<file path="config.mk">
export PLATFORM = sky130hd
export DESIGN_NAME = alu_exec_unit
export DESIGN_NICKNAME = d
export VERILOG_FILES = /design/src/rtl/alu_pkg.sv /design/src/rtl/alu_exec_unit_muldiv.sv /design/src/rtl/alu_exec_unit.sv
export SDC_FILE = /design/constraint.sdc
export NUM_CORES = 1
export LEC_CHECK = 0
export BUFFER_PORTS_ARGS = -buffer_cell sky130_fd_sc_hd__buf_2
export CAP_MARGIN = 20
export CORE_MARGIN = 2
export CORE_UTILIZATION = 35
export CTS_CLUSTER_SIZE = 40
export DETAILED_ROUTE_END_ITERATION = 16
export HOLD_SLACK_MARGIN = 0.1
export SYNTH_ARGS = -nofsm -noshare
export SYNTH_HDL_FRONTEND = slang
export SYNTH_SLANG_ARGS = --single-unit
</file>
<file path="constraint.sdc">
create_clock -name clk -period 7.85 [get_ports clk]
set_clock_uncertainty 0.2 [all_clocks]
set_input_delay 0.3925 -clock clk [delete_from_list [all_inputs] [get_ports clk]]
set_output_delay 0.3925 -clock clk [all_outputs]
set_load 0.1 [all_outputs]
</file>
<file path="src/rtl/alu_pkg.sv">
// Shared opcode and FSM definitions for the ALU execution unit.
package alu_pkg;

  typedef enum logic [3:0] {
    OP_ADD  = 4'h0,
    OP_SUB  = 4'h1,
    OP_MUL  = 4'h2,
    OP_DIV  = 4'h3,
    OP_SHL  = 4'h4,
    OP_SHR  = 4'h5,
    OP_ROL  = 4'h6,
    OP_ROR  = 4'h7,
    OP_AND  = 4'h8,
    OP_OR   = 4'h9,
    OP_XOR  = 4'hA,
    OP_NOR  = 4'hB,
    OP_NAND = 4'hC,
    OP_XNOR = 4'hD,
    OP_GT   = 4'hE,
    OP_EQ   = 4'hF
  } alu_op_e;

  typedef enum logic [1:0] {
    IDLE  = 2'd0,
    ITER  = 2'd1,
    DRAIN = 2'd2
  } state_e;

  function automatic logic is_iter(input alu_op_e op);
    return (op == OP_MUL) || (op == OP_DIV);
  endfunction

endpackage

</file>
<file path="src/rtl/alu_exec_unit_muldiv.sv">
// WIDTH-step shift-add multiplier and restoring divider sharing one {hi,lo} register pair.
module alu_iter_muldiv
  import alu_pkg::*;
#(
  parameter int unsigned WIDTH = 16
) (
  input  logic             clk,
  input  logic             reset,
  input  logic             start,
  input  alu_op_e          op,
  input  logic [WIDTH-1:0] a,
  input  logic [WIDTH-1:0] b,
  output logic             done,
  output logic [WIDTH-1:0] result,
  output logic             flag
);

  localparam int unsigned CW = (WIDTH > 1) ? $clog2(WIDTH) : 1;
  localparam logic [CW-1:0] LAST = CW'(WIDTH - 1);

  logic             active_q, active_d;
  logic             is_div_q, is_div_d;
  logic [CW-1:0]    cnt_q, cnt_d;
  logic [WIDTH-1:0] opd_q, opd_d;
  logic [WIDTH-1:0] hi_q, hi_d;
  logic [WIDTH-1:0] lo_q, lo_d;

  logic [WIDTH-1:0] addend;
  logic [WIDTH:0]   sum;
  logic [WIDTH:0]   rem_sh;
  logic             ge;
  logic [WIDTH-1:0] step_hi, step_lo;
  logic [WIDTH-1:0] fin_hi, fin_lo;
  logic             div_zero;

  // MUL: hi accumulates, lo holds the shifting multiplier. DIV: hi is the
  // partial remainder, lo shifts the dividend out and the quotient in.
  always_comb begin
    addend = lo_q[0] ? opd_q : '0;
    sum    = {1'b0, hi_q} + {1'b0, addend};
    rem_sh = {hi_q, lo_q[WIDTH-1]};
    ge     = rem_sh >= {1'b0, opd_q};
    if (is_div_q) begin
      step_hi = ge ? (rem_sh[WIDTH-1:0] - opd_q) : rem_sh[WIDTH-1:0];
      step_lo = {lo_q[WIDTH-2:0], ge};
    end else begin
      step_hi = sum[WIDTH:1];
      step_lo = {sum[0], lo_q[WIDTH-1:1]};
    end
  end

  // On the final step the result is presented combinationally so the
  // caller can write it on the same edge; afterwards it is held in hi/lo.
  always_comb begin
    done     = active_q && (cnt_q == LAST);
    fin_hi   = done ? step_hi : hi_q;
    fin_lo   = done ? step_lo : lo_q;
    div_zero = is_div_q && (opd_q == '0);
    if (div_zero) begin
      result = '1;
      flag   = 1'b1;
    end else begin
      result = fin_lo;
      flag   = is_div_q ? 1'b0 : (|fin_hi);
    end
  end

  always_comb begin
    active_d = active_q;
    is_div_d = is_div_q;
    cnt_d    = cnt_q;
    opd_d    = opd_q;
    hi_d     = hi_q;
    lo_d     = lo_q;
    if (start) begin
      active_d = 1'b1;
      is_div_d = (op == OP_DIV);
      opd_d    = (op == OP_DIV) ? b : a;
      hi_d     = '0;
      lo_d     = (op == OP_DIV) ? a : b;
      cnt_d    = '0;
    end else if (active_q) begin
      hi_d  = step_hi;
      lo_d  = step_lo;
      cnt_d = cnt_q + 1'b1;
      if (done) begin
        active_d = 1'b0;
      end
    end
  end

  always_ff @(posedge clk) begin
    if (reset) begin
      active_q <= 1'b0;
      is_div_q <= 1'b0;
      cnt_q    <= '0;
      opd_q    <= '0;
      hi_q     <= '0;
      lo_q     <= '0;
    end else begin
      active_q <= active_d;
      is_div_q <= is_div_d;
      cnt_q    <= cnt_d;
      opd_q    <= opd_d;
      hi_q     <= hi_d;
      lo_q     <= lo_d;
    end
  end

endmodule

</file>
<file path="src/rtl/alu_exec_unit.sv">
// Handshaked ALU responder: single-cycle ops land in the output slot on accept,
// MUL/DIV run through the iterative unit and land when the slot is free.
module alu_exec_unit
  import alu_pkg::*;
#(
  parameter int unsigned WIDTH = 16
) (
  input  logic             clk,
  input  logic             reset,
  input  logic             in_valid,
  output logic             in_ready,
  input  logic [WIDTH-1:0] A,
  input  logic [WIDTH-1:0] B,
  input  logic [3:0]       ALU_Sel,
  output logic             out_valid,
  input  logic             out_ready,
  output logic [WIDTH-1:0] ALU_Out,
  output logic             CarryOut,
  output logic             busy
);

  state_e           state_q, state_d;
  logic             out_valid_q, out_valid_d;
  logic [WIDTH-1:0] alu_out_q, alu_out_d;
  logic             carry_q, carry_d;

  alu_op_e          op;
  logic             slot_free;
  logic             accept;
  logic             start;
  logic [WIDTH-1:0] sc_res;
  logic             sc_carry;
  logic             md_done;
  logic [WIDTH-1:0] md_result;
  logic             md_flag;

  assign op        = alu_op_e'(ALU_Sel);
  assign slot_free = !out_valid_q || out_ready;
  assign in_ready  = (state_q == IDLE) && slot_free;
  assign accept    = in_valid && in_ready;
  assign start     = accept && is_iter(op);

  always_comb begin
    sc_res   = '0;
    sc_carry = 1'b0;
    case (op)
      OP_ADD:  {sc_carry, sc_res} = {1'b0, A} + {1'b0, B};
      OP_SUB: begin
        sc_res   = A - B;
        sc_carry = A < B;
      end
      OP_SHL: begin
        sc_res   = {A[WIDTH-2:0], 1'b0};
        sc_carry = A[WIDTH-1];
      end
      OP_SHR: begin
        sc_res   = {1'b0, A[WIDTH-1:1]};
        sc_carry = A[0];
      end
      OP_ROL:  sc_res = {A[WIDTH-2:0], A[WIDTH-1]};
      OP_ROR:  sc_res = {A[0], A[WIDTH-1:1]};
      OP_AND:  sc_res = A & B;
      OP_OR:   sc_res = A | B;
      OP_XOR:  sc_res = A ^ B;
      OP_NOR:  sc_res = ~(A | B);
      OP_NAND: sc_res = ~(A & B);
      OP_XNOR: sc_res = ~(A ^ B);
      OP_GT:   sc_res = {{(WIDTH-1){1'b0}}, (A > B)};
      OP_EQ:   sc_res = {{(WIDTH-1){1'b0}}, (A == B)};
      default: begin
        sc_res   = '0;
        sc_carry = 1'b0;
      end
    endcase
  end

  alu_iter_muldiv #(
    .WIDTH(WIDTH)
  ) u_muldiv (
    .clk    (clk),
    .reset  (reset),
    .start  (start),
    .op     (op),
    .a      (A),
    .b      (B),
    .done   (md_done),
    .result (md_result),
    .flag   (md_flag)
  );

  // A consumed slot empties unless it is refilled on the same edge.
  always_comb begin
    state_d     = state_q;
    out_valid_d = out_valid_q && !out_ready;
    alu_out_d   = alu_out_q;
    carry_d     = carry_q;
    case (state_q)
      IDLE: begin
        if (accept) begin
          if (is_iter(op)) begin
            state_d = ITER;
          end else begin
            out_valid_d = 1'b1;
            alu_out_d   = sc_res;
            carry_d     = sc_carry;
          end
        end
      end
      ITER: begin
        if (md_done) begin
          if (slot_free) begin
            out_valid_d = 1'b1;
            alu_out_d   = md_result;
            carry_d     = md_flag;
            state_d     = IDLE;
          end else begin
            state_d = DRAIN;
          end
        end
      end
      DRAIN: begin
        if (slot_free) begin
          out_valid_d = 1'b1;
          alu_out_d   = md_result;
          carry_d     = md_flag;
          state_d     = IDLE;
        end
      end
      default: state_d = IDLE;
    endcase
  end

  always_ff @(posedge clk) begin
    if (reset) begin
      state_q     <= IDLE;
      out_valid_q <= 1'b0;
      alu_out_q   <= '0;
      carry_q     <= 1'b0;
    end else begin
      state_q     <= state_d;
      out_valid_q <= out_valid_d;
      alu_out_q   <= alu_out_d;
      carry_q     <= carry_d;
    end
  end

  assign out_valid = out_valid_q;
  assign ALU_Out   = alu_out_q;
  assign CarryOut  = carry_q;
  assign busy      = (state_q != IDLE);

endmodule

</file>
* Yosys cells after proc, flatten, opt, wreduce, memory -nomap -nowiden
Index checks and enable logic that the tools add are counted.
W data, S select, Z words.
** Storage, ports and cells
- Output and inout bits :: 20
- Word-level logic and storage cells :: 107
- Input bits :: 40
- Register bits :: 74
** Operators by class
- Mux-type cells :: 39
- Reductions and logical operators :: 20
- Order comparisons :: 3
- Bitwise logic cells :: 6
- Eq/ne operators :: 24
- Add/sub/neg operators :: 5
** Operators with widths (number)
- $mux W16 :: 15
- $pmux W16 S14 :: 1
- $not A16 Y16 :: 3
- $pmux W16 S3 :: 1
- $eq A4 B4 Y1 const B :: 9
- $add A16 B16 Y17 :: 2
- $sub A16 B16 Y16 :: 2
- $ge A17 B16 Y1 :: 1
- $and A16 B16 Y16 :: 1
- $eq A16 B16 Y1 :: 1
- $eq A4 B3 Y1 const B :: 4
- $gt A16 B16 Y1 :: 1
- $logic_not A16 Y1 :: 1
- $lt A16 B16 Y1 :: 1
- $or A16 B16 Y16 :: 1
- $reduce_or A16 Y1 :: 1
- $xor A16 B16 Y16 :: 1
- $mux W1 :: 13
- $mux W2 :: 5
- $eq A4 B2 Y1 const B :: 2
- $ne A2 B2 Y1 const B :: 4
- $reduce_and A4 Y1 :: 2
- $logic_and A1 B1 Y1 :: 6
- $pmux W1 S3 :: 2
- 14 further kinds :: 17

* Longest topological paths before layout
- Depth after elaboration :: 10
- Mapped depth :: 14

* Hierarchy
From an unflattened synthesis, not the netlist that was laid out.
** Second synthesis, totals
- Cell total of the unflattened synthesis :: 1271
- Area total of the unflattened synthesis :: 9529.1 um^2
** Modules (own cells, without submodules)
- alu_iter_muldiv :: times used 1, seq. area each 1081.0 um^2, cells an instance 616, area an instance 4870.9 um^2
- alu_exec_unit :: times used 1, seq. area each 400.4 um^2, cells an instance 655, area an instance 4658.2 um^2

* Worst setup path before layout
No wires, ideal clock.
- Path type :: register -> register
- From :: register u_muldiv.lo_q[0]
- To :: register carry_q, in the netlist CarryOut
- Library setup time :: 127 ps
- Period minus slack after synthesis :: 3323 ps
- Cell stages (with the launch flop) :: 15
- Data arrival time :: 2996 ps
- Setup slack :: 4527 ps
- Path buffers :: 2
- Cells stage by stage :: dfxtp_1 > clkbuf_1 > clkbuf_1 > and2_1 > ha_1 > fa_1 > a211oi_1 > o21bai_1 > o21bai_1 > xnor2_1 > or3_1 > a31oi_1 > o2111ai_1 > nor4_1 > a21boi_1
** On the way
- Cells in the longest elaborated chain, start to end :: 10
** RTL lines
- start, declared :: line alu_exec_unit_muldiv.sv:26 : logic [WIDTH-1:0] lo_q, lo_d;
- start signal, assigned :: line alu_exec_unit_muldiv.sv:106 : lo_q <= lo_d;
- $mux W16 (*) :: line alu_exec_unit_muldiv.sv:39 : addend = lo_q[0] ? opd_q : '0;
- $add A16 B16 Y17 (*) :: line alu_exec_unit_muldiv.sv:40 : sum = {1'b0, hi_q} + {1'b0, addend};
- $mux W16 (*) :: line alu_exec_unit_muldiv.sv:43 : if (is_div_q) begin
- $mux W16 (*) :: line alu_exec_unit_muldiv.sv:56 : fin_hi = done ? step_hi : hi_q;
- $reduce_or A16 Y1 (*) :: line alu_exec_unit_muldiv.sv:64 : flag = is_div_q ? 1'b0 : (|fin_hi);
- $mux W1 (*) :: line alu_exec_unit_muldiv.sv:64
- $mux W1 (*) :: line alu_exec_unit_muldiv.sv:59 : if (div_zero) begin
- $mux W1 (*) :: line alu_exec_unit.sv:111, alu_exec_unit.sv:122
- $mux W1 :: line alu_exec_unit.sv:110 : if (md_done) begin
- $pmux W1 S3 (*) :: line alu_exec_unit.sv:97 : case (state_q)
- end signal, assigned :: line alu_exec_unit.sv:143 : carry_q <= carry_d;
- end, declared :: line alu_exec_unit.sv:25 : logic carry_q, carry_d;
Every way passes the cells marked *; elsewhere a longest branch is shown, timed or not. The select of a mux whose other input is x is not followed.
A chain may end at the register's enable or synchronous reset.

* Final worst setup path
Ends and elaborated chain as after synthesis.

==> results.yml <==
outcome:
  status: "complete, no violations"
critical_path:
  crit_fanout: 19
  critical_path.slowest_cell: "dfxtp_1"
  critPathMaxStageDelay_ps: 480
  r2r_cells: 12
  cp-end-kind: "register"
  worstSetupPathType: "register to register"
  critPathTopFamily: "compound AO/OA/AOI/OAI gates"
  cp_data_arrival_time_ps: 3730
  crit_cells: 12
  crit_required_ps: 7870
  crit_chain: "and2_1 > ha_1 > fa_1 > a211oi_1 > o21bai_1 > o21ai_0 > a21oi_1 > xor2_1 > a221oi_2 > o2111ai_1 > nor4_1 > a21boi_1"
  cp-start-kind: "register"
  worst-path-buf-inv: 0
floorplan:
  die_x_um: 166
  ioPinCount: 60
  coreArea_mm2: 0.0259
  start_util: 0.355
  die_area_mm2: 0.0276
  die_h_um: 166
  rows: 59
placed_design:
  dp.cells: 1571
  port_buffers: 59
  pre_cts_ws_ps: 4200
  gp_congestion: 0.968
  dpl_cell_area_mm2: 0.00969
  hpwl_um: 23000
layout:
  finalNonFillerCells: 1587
  diodes: 0
  final.fill_count: 2704
  final_util: 0.387
  seqCellArea_mm2: 0.00148
  multiInputGateArea_mm2: 0.00711
  syn2layout_area_growth_pct: 9.02
  finish.instance_area_mm2: 0.0100
  layout-drive-gt1-share: 0.102
  nets: 1376
route:
  drt_first_pass_iters: 7
  vias_per_cell: 6.01
  vias: 9540
  drc: 0
  drt-total-wl_um: 31000
  post_drt_wl_per_cell_um: 19.5
  antenna_left: 0
  drtIter0Drc: 840
clock_network:
  clockBufferDepth: 2
  cts_hold_buf: 0
  insertion_delay_ps: 340
  cts_tree: "built"
  cts_setup_buffers: 0
  cts_resized: 0
  h-tree-depth: 3
  clkTransAtPathRegs_ps: 60
  clk_root_buffer_cell: "clkbuf_16"
  numClockSinks: 74
  cts_made_buffers: 9
sta:
  hold_viol_final: 0
  setup_viol: 0
  period_minus_slack_ps: 3710
  whs_ps: 224
  final.setup.worst_slack_ps: 4140
  max_slew_margin: 0.289
  slew_viol_final: 0
  timing.fmax_ghz: 0.269
  fin_crit_sh: 0.473
  rsz0062_at_grt: "no"
  fin_tns_setup_ps: 0
  worst_pin_slew_ps: 1060
pwr:
  cellLeakagePower_nw: 3.97
  netSwitchingFraction: 0.401
  peakVddDrop_mv: 0.0968
  switchingPower_mw: 0.591
  internal_power_mw: 0.882
  power_density_mw_per_mm2: 147
  power_frac_comb: 0.402
  p_clk_frac: 0.316
  power_frac_seq: 0.282
  fin_total_pwr_mw: 1.47
synthesis:
  yosysMostFrequentCell: "nor2_1"
  syn-cell-area_mm2: 0.00919
  seq_area_frac_synth: 0.161
  synth_top_cell_by_area: "dfxtp_1"
  ys_types: 91
  ys.flop_type: "dfxtp_1"
  synth_top_area_frac: 0.161
  synth_common_cells: "nor2_1, a21oi_1, ha_1, a211oi_1"
  avgSynthCellArea_um2: 7.38
  postSynthCellCount: 1246
  synth_edf_count: 0
  synthTopCellsByArea: "dfxtp_1, ha_1, mux2i_1, a211oi_1, nor2_1"
  syn-num-nets: 1375
  synth-async-reset-ratio: 0
  ys_ff_latch: 74
  ys_warn_count: 0
worst_hold_path:
  whs_path_depth: 4
  min_path_type: "primary input to register"
grt:
  grt_use_total: 0.217
  grt_pass1_vias: 8906
  antenna_found_initial: 1
  grt_pass1_wl_um: 49100
  grt_max_degree: 69
  overflow: 0
run:
  cap_viol_max_count: 0
-- layer usage --
layer	share of wire	routed length [um]	global-route usage
met3	0.070	2170	0.0324
met5	0.00042	13	0
met4	0.023	715	0.0616
met2	0.46	14200	0.351
met1	0.45	13900	0.300
-- sequential cells by signal, summed over array words and instances (netlist names) --
signal	cells
u_muldiv.opd_q	16
u_muldiv.active_q	1
CarryOut	1
state_q	2
u_muldiv.lo_q	16
u_muldiv.hi_q	16
ALU_Out	16
u_muldiv.cnt_q	4
u_muldiv.is_div_q	1
out_valid	1
-- worst reg2reg max path: stages (launching register included) --
cell       delay [ps]
dfxtp_1           480
and2_1            230
ha_1              210
fa_1              450
a211oi_1          320
o21bai_1          180
o21ai_0           310
a21oi_1           170
xor2_1            180
a221oi_2          350
o2111ai_1         170
nor4_1            250
a21boi_1           90
-- worst paths after layout --
check / startpoint / slack (ps) / end
setup / recovery: u_muldiv.lo_q[0]$_SDFFE_PP0P_ / 4140 / CarryOut$_SDFFE_PP0P_
hold / removal: out_ready / 220 / out_valid$_SDFF_PP0_
setup reg to reg: u_muldiv.lo_q[0]$_SDFFE_PP0P_ / 4140 / CarryOut$_SDFFE_PP0P_
hold reg to reg: ALU_Out[4]$_SDFFE_PP0P_ / 260 / ALU_Out[4]$_SDFFE_PP0P_
-- cells by family after synthesis --
kind of cell / synth area share
AO/OA/AOI/OAI: 0.340
XOR/XNOR: 0.0429
flip-flops: 0.161
multiplexers: 0.0721
AND/OR/NAND/NOR: 0.191
adder cells (fa/ha/maj): 0.124
buffers and inverters: 0.0683
-- cells in the final DEF, fill, tap and decap left out, drive strengths merged, types with 18 or more instances in the layout --
cell type  instances
buf               72
nor3              22
and2              22
nand2             76
o21bai            18
xnor2             31
ha                85
a21oi             88
mux2i             64
a211oi            86
nor2             146
dfxtp             74
inv               76
o21ai             81
o22ai             19
-- cell type report --
cell class	instances	share of cell area
well taps	335	0.0418
flip-flops and latches	74	0.148
multi-input cells	1013	0.709
repair buffers	72	0.0392
clock buffers	12	0.0256
clock inverters	4	0.00736
inverters	77	0.0288
-- power groups by stage --
stage | Clock (mW) | Sequential [mW] | Combinational (mW)
6_report | 0.465 | 0.416 | 0.592
2_1_floorplan | 0 | 0.481 | 0.383
3_3_place_gp | 0 | 0.424 | 0.577
3_5_place_dp | 0 | 0.424 | 0.581
5_1_grt | 0.485 | 0.418 | 0.641
4_1_cts | 0.468 | 0.415 | 0.584
Note: power is estimated with default switching activity, not from simulation.
